[src/rtl/sprite_motion.sv]
// Per-frame sprite position controller: keycode sets velocity, position steps once per frame with edge bounce.
// Position/moving update 4 Clk edges after frame_clk is first sampled high; ticks arriving mid-update are dropped.
module sprite_motion #(
  parameter int X_INIT = 320,
  parameter int Y_INIT = 240,
  parameter int X_MIN  = 0,
  parameter int X_MAX  = 639,
  parameter int Y_MIN  = 0,
  parameter int Y_MAX  = 479,
  parameter int SIZE_X = 16,
  parameter int SIZE_Y = 16,
  parameter int STEP   = 2
) (
  input  logic       Clk,
  input  logic       Reset,
  input  logic       frame_clk,
  input  logic [7:0] keycode,
  output logic [9:0] X_pos,
  output logic [9:0] Y_pos,
  output logic [9:0] Size_X,
  output logic [9:0] Size_Y,
  output logic       moving
);

  typedef enum logic [1:0] {IDLE, CALC, COMMIT} state_t;

  localparam logic signed [10:0] X_HI   = 11'(X_MAX - SIZE_X + 1);
  localparam logic signed [10:0] X_LO   = 11'(X_MIN);
  localparam logic signed [10:0] Y_HI   = 11'(Y_MAX - SIZE_Y + 1);
  localparam logic signed [10:0] Y_LO   = 11'(Y_MIN);
  localparam logic signed [10:0] STEP_S = 11'(STEP);

  state_t             state, state_nxt;
  logic signed [10:0] vel_x, vel_y, vel_x_nxt, vel_y_nxt;
  logic signed [10:0] nx, ny;
  logic [9:0]         x_nxt, y_nxt;
  logic               moving_nxt;
  logic               s1, s2, s3, tick;

  assign Size_X = 10'(SIZE_X);
  assign Size_Y = 10'(SIZE_Y);

  // frame_clk is asynchronous: two-flop synchronizer, then edge detect
  always_ff @(posedge Clk) begin
    if (Reset) begin
      s1 <= 1'b0;
      s2 <= 1'b0;
      s3 <= 1'b0;
    end else begin
      s1 <= frame_clk;
      s2 <= s1;
      s3 <= s2;
    end
  end

  assign tick = s2 & ~s3;

  always_comb begin
    state_nxt  = state;
    vel_x_nxt  = vel_x;
    vel_y_nxt  = vel_y;
    x_nxt      = X_pos;
    y_nxt      = Y_pos;
    moving_nxt = moving;
    nx         = signed'({1'b0, X_pos}) + vel_x;
    ny         = signed'({1'b0, Y_pos}) + vel_y;

    unique case (state)
      IDLE: begin
        if (tick) state_nxt = CALC;
      end
      CALC: begin
        case (keycode)
          8'h04: begin vel_x_nxt = -STEP_S; vel_y_nxt = '0;      end
          8'h07: begin vel_x_nxt =  STEP_S; vel_y_nxt = '0;      end
          8'h1A: begin vel_x_nxt = '0;      vel_y_nxt = -STEP_S; end
          8'h16: begin vel_x_nxt = '0;      vel_y_nxt =  STEP_S; end
          default: ;
        endcase
        state_nxt = COMMIT;
      end
      COMMIT: begin
        // Clamp to the edge and reflect; STEP < SIZE keeps the bounce one step deep
        if (nx > X_HI) begin
          x_nxt     = X_HI[9:0];
          vel_x_nxt = -vel_x;
        end else if (nx < X_LO) begin
          x_nxt     = X_LO[9:0];
          vel_x_nxt = -vel_x;
        end else begin
          x_nxt = nx[9:0];
        end

        if (ny > Y_HI) begin
          y_nxt     = Y_HI[9:0];
          vel_y_nxt = -vel_y;
        end else if (ny < Y_LO) begin
          y_nxt     = Y_LO[9:0];
          vel_y_nxt = -vel_y;
        end else begin
          y_nxt = ny[9:0];
        end

        moving_nxt = (vel_x_nxt != '0) || (vel_y_nxt != '0);
        state_nxt  = IDLE;
      end
      default: state_nxt = IDLE;
    endcase
  end

  always_ff @(posedge Clk) begin
    if (Reset) begin
      state  <= IDLE;
      vel_x  <= '0;
      vel_y  <= '0;
      X_pos  <= 10'(X_INIT);
      Y_pos  <= 10'(Y_INIT);
      moving <= 1'b0;
    end else begin
      state  <= state_nxt;
      vel_x  <= vel_x_nxt;
      vel_y  <= vel_y_nxt;
      X_pos  <= x_nxt;
      Y_pos  <= y_nxt;
      moving <= moving_nxt;
    end
  end

endmodule
[config.mk]
export PLATFORM = sky130hd
export DESIGN_NAME = sprite_motion
export DESIGN_NICKNAME = d
export VERILOG_FILES = /design/src/rtl/sprite_motion.sv
export SDC_FILE = /design/constraint.sdc
export NUM_CORES = 1
export LEC_CHECK = 0
export ABC_AREA = 1
export CORE_ASPECT_RATIO = 0.5
export CORE_MARGIN = 5
export CORE_UTILIZATION = 45
export DETAILED_ROUTE_END_ITERATION = 10
export PLACE_DENSITY = 0.68
export RECOVER_POWER = 50
export SLEW_MARGIN = 20
export SYNTH_ARGS = -nofsm -noshare
export SYNTH_HDL_FRONTEND = slang
export SYNTH_SLANG_ARGS = --single-unit
[constraint.sdc]
create_clock -name Clk -period 6.95 [get_ports Clk]
set_clock_uncertainty 0.05 [all_clocks]
set_input_delay 1.7375 -clock Clk [delete_from_list [all_inputs] [get_ports Clk]]
set_output_delay 1.7375 -clock Clk [all_outputs]
set_load 0.1 [all_outputs]
==> summary.md, run 1 <==
| Metric | Value |
|---|---|
| VDD IR-drop max | 0.283 mV |
| Launching point of the worst reg2reg path | vel_x[3] |
| CTS Hold Buffers Added | 0 |
| WS Path Type | input port to register |
| Number of vias per cell after detailed routing | 5.08 |
| Largest area contributor in the synthesized netlist | dfxtp_1 |
| Proportion of synthesized chip area in sequential cells | 22.9% |
| Sort of element at the end of the critical path | register |
| Top fanout value on the critical path | 12 |
| Worst hold margin | 0.358 ns |
| Setup slack of the most critical reg-to-reg path | 3.95 ns |
| Core Region | 8710 µm² |
| Remaining antenna violation count | 0 |
| Crit-path cells | clkdlybuf4s50_1 -> nor4_1 -> o211ai_1 -> nand3_1 -> and2_1 -> inv_2 -> a21oi_1 -> a221oi_1 |
| Data arrival time of the critical path | 4.12 ns |
| Number of CTS-inserted buffers | 5 |
| Portion of synthesized cell area occupied by the leading cell type | 22.9% |
| Cell chosen for the clock root | clkbuf_16 |
| Post-route fraction of the period consumed by the critical path | 58.2% |
| Maximum clock frequency | 247 MHz |
| Biggest cell delay along the critical path | 0.59 ns |
| Final RePlAce weighted congestion | 0.832 |
| Leakage power of the design | 2.25 nW |
| Number of cells on the worst hold path | 2 |
| Overall track demand over capacity in global routing | 18.5% |
| Final-report max-slew violation count | 0 |
| Hpwl dp | 7870 µm |
| Layout net count | 713 |
| Overall die area | 11100 µm² |
| Post-CTS Setup Repair Bufs | 0 |
| Antenna Diode Count | 0 |
| Total number of vias | 4021 |
| Hold path startpoint | s1 |
| Reg power frac | 17.7% |
| PortBufs | 31 |
| Clk Latency, worst-skew pair | 0.29 ns |
| Sw frac | 59.1% |
| Critical Path Source Type | input port |
| Capture point of the worst reg-to-reg path | moving |
| Drt first pass iters | 4 |
| Part of the total power dissipated in combinational logic | 72.7% |
| Library cells used by synthesis | 39 |
| Worst-margin pin slew | 0.989 ns |
| CTS clock-pin slew for the worst setup and hold paths | 0.06 ns |
| Site row count | 24 |
| Count of mapped cells out of synthesis | 653 |
| Required time at the endpoint of the critical path | 7.02 ns |
| RSZ-0062 raised after global routing | no |
| Number of primary I/O pins | 52 |
| Die Span Y | 76.9 µm |
| Setup slack after placement | 2.65 ns |
| Summed area of non-filler cells in the final layout | 4470 µm² |
| Final number of hold-violating endpoints | 0 |
| Clock period minus final worst setup slack | 4.05 ns |
| Worst Setup Slack, final | 2.90 ns |
| Hold crit path type | register to register |
| Clock tree from TritonCTS | built |
| Detailed Route Iter0 Violations | 235 |
| Detailed-route wire length per cell | 12.9 µm |
| Die Span X | 144 µm |
| Synth warn | 0 |
| Final cell count without fillers | 792 |
| Post-CTS sizing | 0 |
| Share of cells above drive strength 1 | 5.63% |
| Pwr/cell area | 532 nW/µm² |
| Number of antenna violations at the first check in global routing | 0 |
| DRC Markers | 0 |
| Average footprint of a synthesized cell | 6.16 µm² |
| Register bit total from synthesis | 46 |
| Sink count of the clock tree | 46 |
| Switching power of the nets | 1.41 mW |
| Summed negative setup slack over all endpoints | 0 ns |
| Cell type of the slowest stage on the worst timing path | a21oi_1 |
| Layout Area Growth over Synthesis | 11.1% |
| Grt total ovfl | 0 |
| Cells taking the most area after synthesis | dfxtp_1 (23%), nand2_1 (18%), ha_1 (8.4%) |
| Final setup fails | 0 |
| Hold Crit Endpoint | s2 |
| Largest net degree at the start of global routing | 36 |
| Global-route wire length before repair | 16900 µm |
| CTS H-Tree Depth | 2 |
| Max clock buf depth | 2 |
| MaxCap Viol Count | 0 |
| Internal power | 0.973 mW |
| Initial core utilization | 46.2% |
| Path depth of the worst reg2reg path | 19 |
| Clock network fraction of total power | 9.6% |
| Placed Area | 4330 µm² |
| Overall routed net length | 10200 µm |
| Outcome | finished clean |
| Placed cells | 785 |
| Max_slew headroom | 33.9% |
| Via count of the first global-routing pass | 3553 |
| Mapped Area | 4030 µm² |
-- cell usage after synthesis --
cell type,instances
nand2_1,197
inv_1,79
nand3_1,56
nor2_1,54
dfxtp_1,46
o21ai_0,37
a21oi_1,28
ha_1,27
buf_4,20
nand2_2,15
xor2_1,15
clkbuf_1,9
nand4_1,8
a221oi_1,7
nand3b_1,5
nand2_4,4
nor3_1,4
o31ai_1,4
a21oi_2,3
a41oi_1,3
buf_1,3
clkinv_1,3
inv_2,3
a31oi_1,2
buf_6,2
conb_1,2
nor2_2,2
o211ai_1,2
o21bai_1,2
xnor2_1,2
a211oi_1,1
a21oi_4,1
and2_1,1
buf_2,1
nand3_2,1
nand4_2,1
nor2_4,1
nor4_1,1
o21ai_1,1
-- routing by layer --
layer,vias up,share of wire [%],global-route usage (%)
met1,1806,51,26.2
met2,98,43,29.4
met5,-,0,0
li1,2108,-,-
met3,9,4.9,3.11
met4,0,1.3,4.32
-- critical path: cells and delay by family --
family / cells / cell delay (ns)
AO/OA/AOI/OAI: 3 / 0.91
buffers and inverters: 2 / 0.59
AND/OR/NAND/NOR: 3 / 0.87
-- area by class of cell --
type,count,area [µm²]
clock buffers,6,129
repair buffers,32,318
inverters,85,319
multi-input cells,505,2630
well taps,117,146
flip-flops and latches,46,921
fillers,926,4240
clock inverters,1,7.51
-- power by group through the flow --
| stage | combinational [mW] | sequential [mW] | clock (mW) |
|---|---|---|---|
| 2_1_floorplan | 1.24 | 0.584 | 0 |
| 3_3_place_gp | 1.71 | 0.428 | 0 |
| 3_5_place_dp | 1.72 | 0.426 | 0 |
| 4_1_cts | 1.73 | 0.422 | 0.228 |
| 5_1_grt | 1.93 | 0.431 | 0.240 |
| 6_report | 1.73 | 0.422 | 0.227 |
-- cell usage in the layout, fill, tap and decap left out, types with 5 or more instances in the layout --
cell type	instances
dfxtp_1	46
conb_1	20
a221oi_1	7
o21ai_0	37
xor2_1	15
nand3b_1	5
dlygate4sd3_1	22
nand4_1	8
ha_1	27
nor2_1	54
clkdlybuf4s50_1	9
nand2_2	15
inv_1	79
nand2_1	197
nand3_1	56
a21oi_1	28
clkbuf_16	5
-- cells by family (layout without fill, tap and decap cells) --
logic type | after synthesis | count (layout) | share of synthesized area (%)
compound gates | 91 | 91 | 13.4
fa+ha+maj | 27 | 27 | 8.39
other cells | 2 | 20 | 0.187
buf+inv | 120 | 124 | 13.5
xor+xnor | 17 | 17 | 3.70
simple gates | 350 | 350 | 38.0
flops | 46 | 46 | 22.9
-- how the worst max path moves through the flow --
stage,slack (ns),start,depth (start not counted),endpoint
floorplan,3.76,keycode[7],7,vel_x[10]
global placement,2.79,keycode[7],8,vel_x[8]
detailed placement,2.65,keycode[7],8,vel_x[8]
CTS,2.95,keycode[7],8,vel_x[8]
global route,2.77,keycode[1],11,vel_x[6]
finish,2.90,keycode[7],8,vel_x[10]
-- state kept, by name (all words and copies together), names as in the netlist --
signal  flops
moving      1
Y_pos      10
state       2
X_pos      10
vel_x      10
s3          1
vel_y      10
s2          1
s1          1
-- per-stage QoR --
stage | total power [mW] | util [%]
2_1_floorplan | 1.83 | -
3_3_place_gp | 2.14 | 49.8
3_5_place_dp | 2.15 | 49.8
4_1_cts | 2.38 | 51.3
5_1_grt | 2.61 | 51.3
6_report | 2.38 | 51.3
No activity file was read; power rests on OpenSTA's default activity.
==> run 2, diff against run 1 <==
- PLACE_DENSITY: 0.68 -> 0.71
- clock period: 6.95 -> 3.65 ns (I/O delays scaled with it)
==> run 2 against run 1 <==
  * Critical path depth down 2
  * Via count up 3.1%
  * Critical endpoint is now Y_pos[1]
  * Sequential cell count unchanged
  * Highest routed layer unchanged
  * Design area down 1.9%
  * Largest power group unchanged
  * Worst setup slack worse by 2.6 ns
  * Global-route usage up 0.72 points
  * Die area unchanged
  * Register-to-register slack worse by 3.3 ns
  * Sequential share of layout area up 0.41 points
  * Wire length up 2.4%
  * Sequential power up 90%
  * Utilization down 0.99 points
==> summary.md, run 2 (synthesized netlist as in run 1, its figures left out) <==
| Metric | Value |
|---|---|
| Outcome | finished clean (unchanged) |
| Switching power of the nets | 2.69 mW (was 1.41 mW) |
| Overall die area | 11100 µm² (unchanged) |
| Largest net degree at the start of global routing | 37 (was 36) |
| Final RePlAce weighted congestion | 0.898 (was 0.832) |
| Required time at the endpoint of the critical path | 3.77 ns (was 7.02 ns) |
| Top Family by Delay on Critical Path | buffers and inverters (was compound AO/OA/AOI/OAI gates) |
| Post-route fraction of the period consumed by the critical path | 90.4% |
| Total number of vias | 4145 (was 4021) |
| Number of CTS-inserted buffers | 5 (unchanged) |
| Clock tree from TritonCTS | built (unchanged) |
| Launching point of the worst reg2reg path | vel_x[3] (unchanged) |
| Antenna Diode Count | 0 (unchanged) |
| Initial core utilization | 46.2% (unchanged) |
| DRC Markers | 0 (unchanged) |
| Final setup fails | 0 (unchanged) |
| Global-route wire length before repair | 17600 µm (was 16900 µm) |
| Number of vias per cell after detailed routing | 5.20 (was 5.08) |
| Data arrival time of the critical path | 3.42 ns (was 4.12 ns) |
| VDD IR-drop max | 0.491 mV (was 0.283 mV) |
| Cell chosen for the clock root | clkbuf_16 (unchanged) |
| Clk Latency, worst-skew pair | 0.29 ns (about the same) |
| Cell type of the slowest stage on the worst timing path | clkbuf_1 (was a21oi_1) |
| Final-report max-slew violation count | 0 (unchanged) |
| Hpwl dp | 7970 µm (was 7870 µm) |
| Number of antenna violations at the first check in global routing | 0 (unchanged) |
| MaxCap Viol Count | 0 (unchanged) |
| Hold crit path type | register to register (unchanged) |
| WS Path Type | input port to register (unchanged) |
| Crit-path cells | dlygate4sd3_1 -> clkbuf_1 -> inv_1 -> clkbuf_2 -> nand3_1 -> o31ai_1 (was clkdlybuf4s50_1 -> nor4_1 -> o211ai_1 -> nand3_1 -> and2_1 -> inv_2 -> a21oi_1 -> a221oi_1) |
| Post-CTS sizing | 0 (unchanged) |
| Post-CTS Setup Repair Bufs | 0 (unchanged) |
| Part of the total power dissipated in combinational logic | 72.1% (was 72.7%) |
| Maximum clock frequency | 303 MHz |
| Final cell count without fillers | 797 (was 792) |
| Share of cells above drive strength 1 | 6.32% (was 5.63%) |
| Commonest cells after routing, fill and taps aside | nand2_1 (197), inv_1 (79), nand3_1 (56) (unchanged) |
| Layout Area Growth over Synthesis | 8.92% (was 11.1%) |
| Number of filler instances in the final layout | 935 (was 926) |
| Overall track demand over capacity in global routing | 19.2% (was 18.5%) |
| RSZ-0062 raised after global routing | no (unchanged) |
| Critical Path Source Type | input port (unchanged) |
| Max clock buf depth | 2 (unchanged) |
| Pwr/cell area | 1040 nW/µm² (was 532 nW/µm²) |
| Drt first pass iters | 5 (was 4) |
| Internal power | 1.85 mW (was 0.973 mW) |
| Site row count | 24 (unchanged) |
| Grt total ovfl | 0 (unchanged) |
| Worst-margin pin slew | 1.18 ns (was 0.989 ns) |
| Top fanout value on the critical path | 24 (was 12) |
| Leakage power of the design | 2.19 nW (was 2.25 nW) |
| Remaining antenna violation count | 0 (unchanged) |
| CTS Hold Buffers Added | 0 (unchanged) |
| Clock network fraction of total power | 10.3% (was 9.6%) |
| Overall routed net length | 10400 µm (was 10200 µm) |
| CTS clock-pin slew for the worst setup and hold paths | 0.06 ns (about the same) |
| Placed cells | 789 (was 785) |
| Sw frac | 59.2% (was 59.1%) |
| Detailed Route Iter0 Violations | 350 (was 235) |
| Summed negative setup slack over all endpoints | 0 ns (unchanged) |
| Layout net count | 717 (was 713) |
| Max_slew headroom | 21.6% (was 33.9%) |
| Detailed-route wire length per cell | 13.1 µm (was 12.9 µm) |
| Final number of hold-violating endpoints | 0 (unchanged) |
| Die Span X | 144 µm (unchanged) |
| CTS H-Tree Depth | 2 (unchanged) |
| Worst path bufs/invs | 4 (was 2) |
| Die Span Y | 76.9 µm (unchanged) |
| Hold path startpoint | s1 (unchanged) |
| Sink count of the clock tree | 46 (unchanged) |
| Via count of the first global-routing pass | 3733 (was 3553) |
| Setup crit start | Reset (was keycode[7]) |
| Number of primary I/O pins | 52 (unchanged) |
| Most common cell after layout, fill and taps aside | nand2_1 (unchanged) |
| Clock period minus final worst setup slack | 3.30 ns |
| Reg power frac | 17.6% (was 17.7%) |
| Biggest cell delay along the critical path | 0.80 ns (was 0.59 ns) |
| PortBufs | 31 (unchanged) |
| Core Region | 8710 µm² (unchanged) |
| Sort of element at the end of the critical path | register (unchanged) |
run 2: cell count changes in the layout (fill, tap and decap cells not counted), sizes merged:
| cell | delta |
|---|---|
| buf | +2 |
| clkbuf | +22 |
| dlygate4sd3 | -21 |
| clkdlybuf4s50 | +1 |
| clkinv | +1 |
run 2: final cells by class:
cell class / count / area (µm²) / area share (%)
timing repair buffer: 36 / 216 / 4.94
clock inverter: 2 / 12.5 / 0.285
tap: 117 / 146 / 3.34
multi-input combinational: 505 / 2630 / 60.0
sequential: 46 / 921 / 21.0
inverter: 85 / 319 / 7.28
clock buffer: 6 / 139 / 3.17
run 2: worst reg2reg max path, delay by kind of cell, from the launching register on:
kind	cells	cell delay, ns
simple gates	17	1.71
flops	1	0.49
fa+ha+maj	1	0.35
buf+inv	1	0.25
run 2: final timing paths:
path	depth (start not counted)	to	slack, ns
setup / recovery	6	Y_pos[1]	0.35
hold / removal	2	s2	0.36
setup reg to reg	19	moving	0.69
hold reg to reg	2	s2	0.36
run 2: power by group through the flow:
stage                     registers [mW]  logic [mW]  clock network, mW
after floorplan                     1.11        2.37                  0
after global placement             0.809        3.24                  0
after detailed placement           0.807        3.28                  0
after CTS                          0.798        3.30              0.471
after global routing               0.816        3.68              0.495
final                              0.802        3.28              0.466
run 2: layer usage:
metal  track usage, %  wire length, µm  vias to the layer above
met1             26.6             5100                     1895
met4             6.48              197                        0
met3             3.42              574                       19
li1                 -                -                     2114
met2             30.2             4560                      117
met5                0                0                        -
run 2: through the flow:
step	power, mW	utilization (%)	hold slack [ns]	worst slack (ns)	instance area [µm²]
global placement	4.05	49.5	0.348	0.619	4310
floorplan	3.48	-	0.338	0.631	4090
detailed placement	4.08	49.5	0.348	0.568	4310
CTS	4.57	51.3	0.359	0.719	4470
finish	4.55	50.3	0.360	0.352	4380
global route	4.99	50.3	0.397	0.214	4380
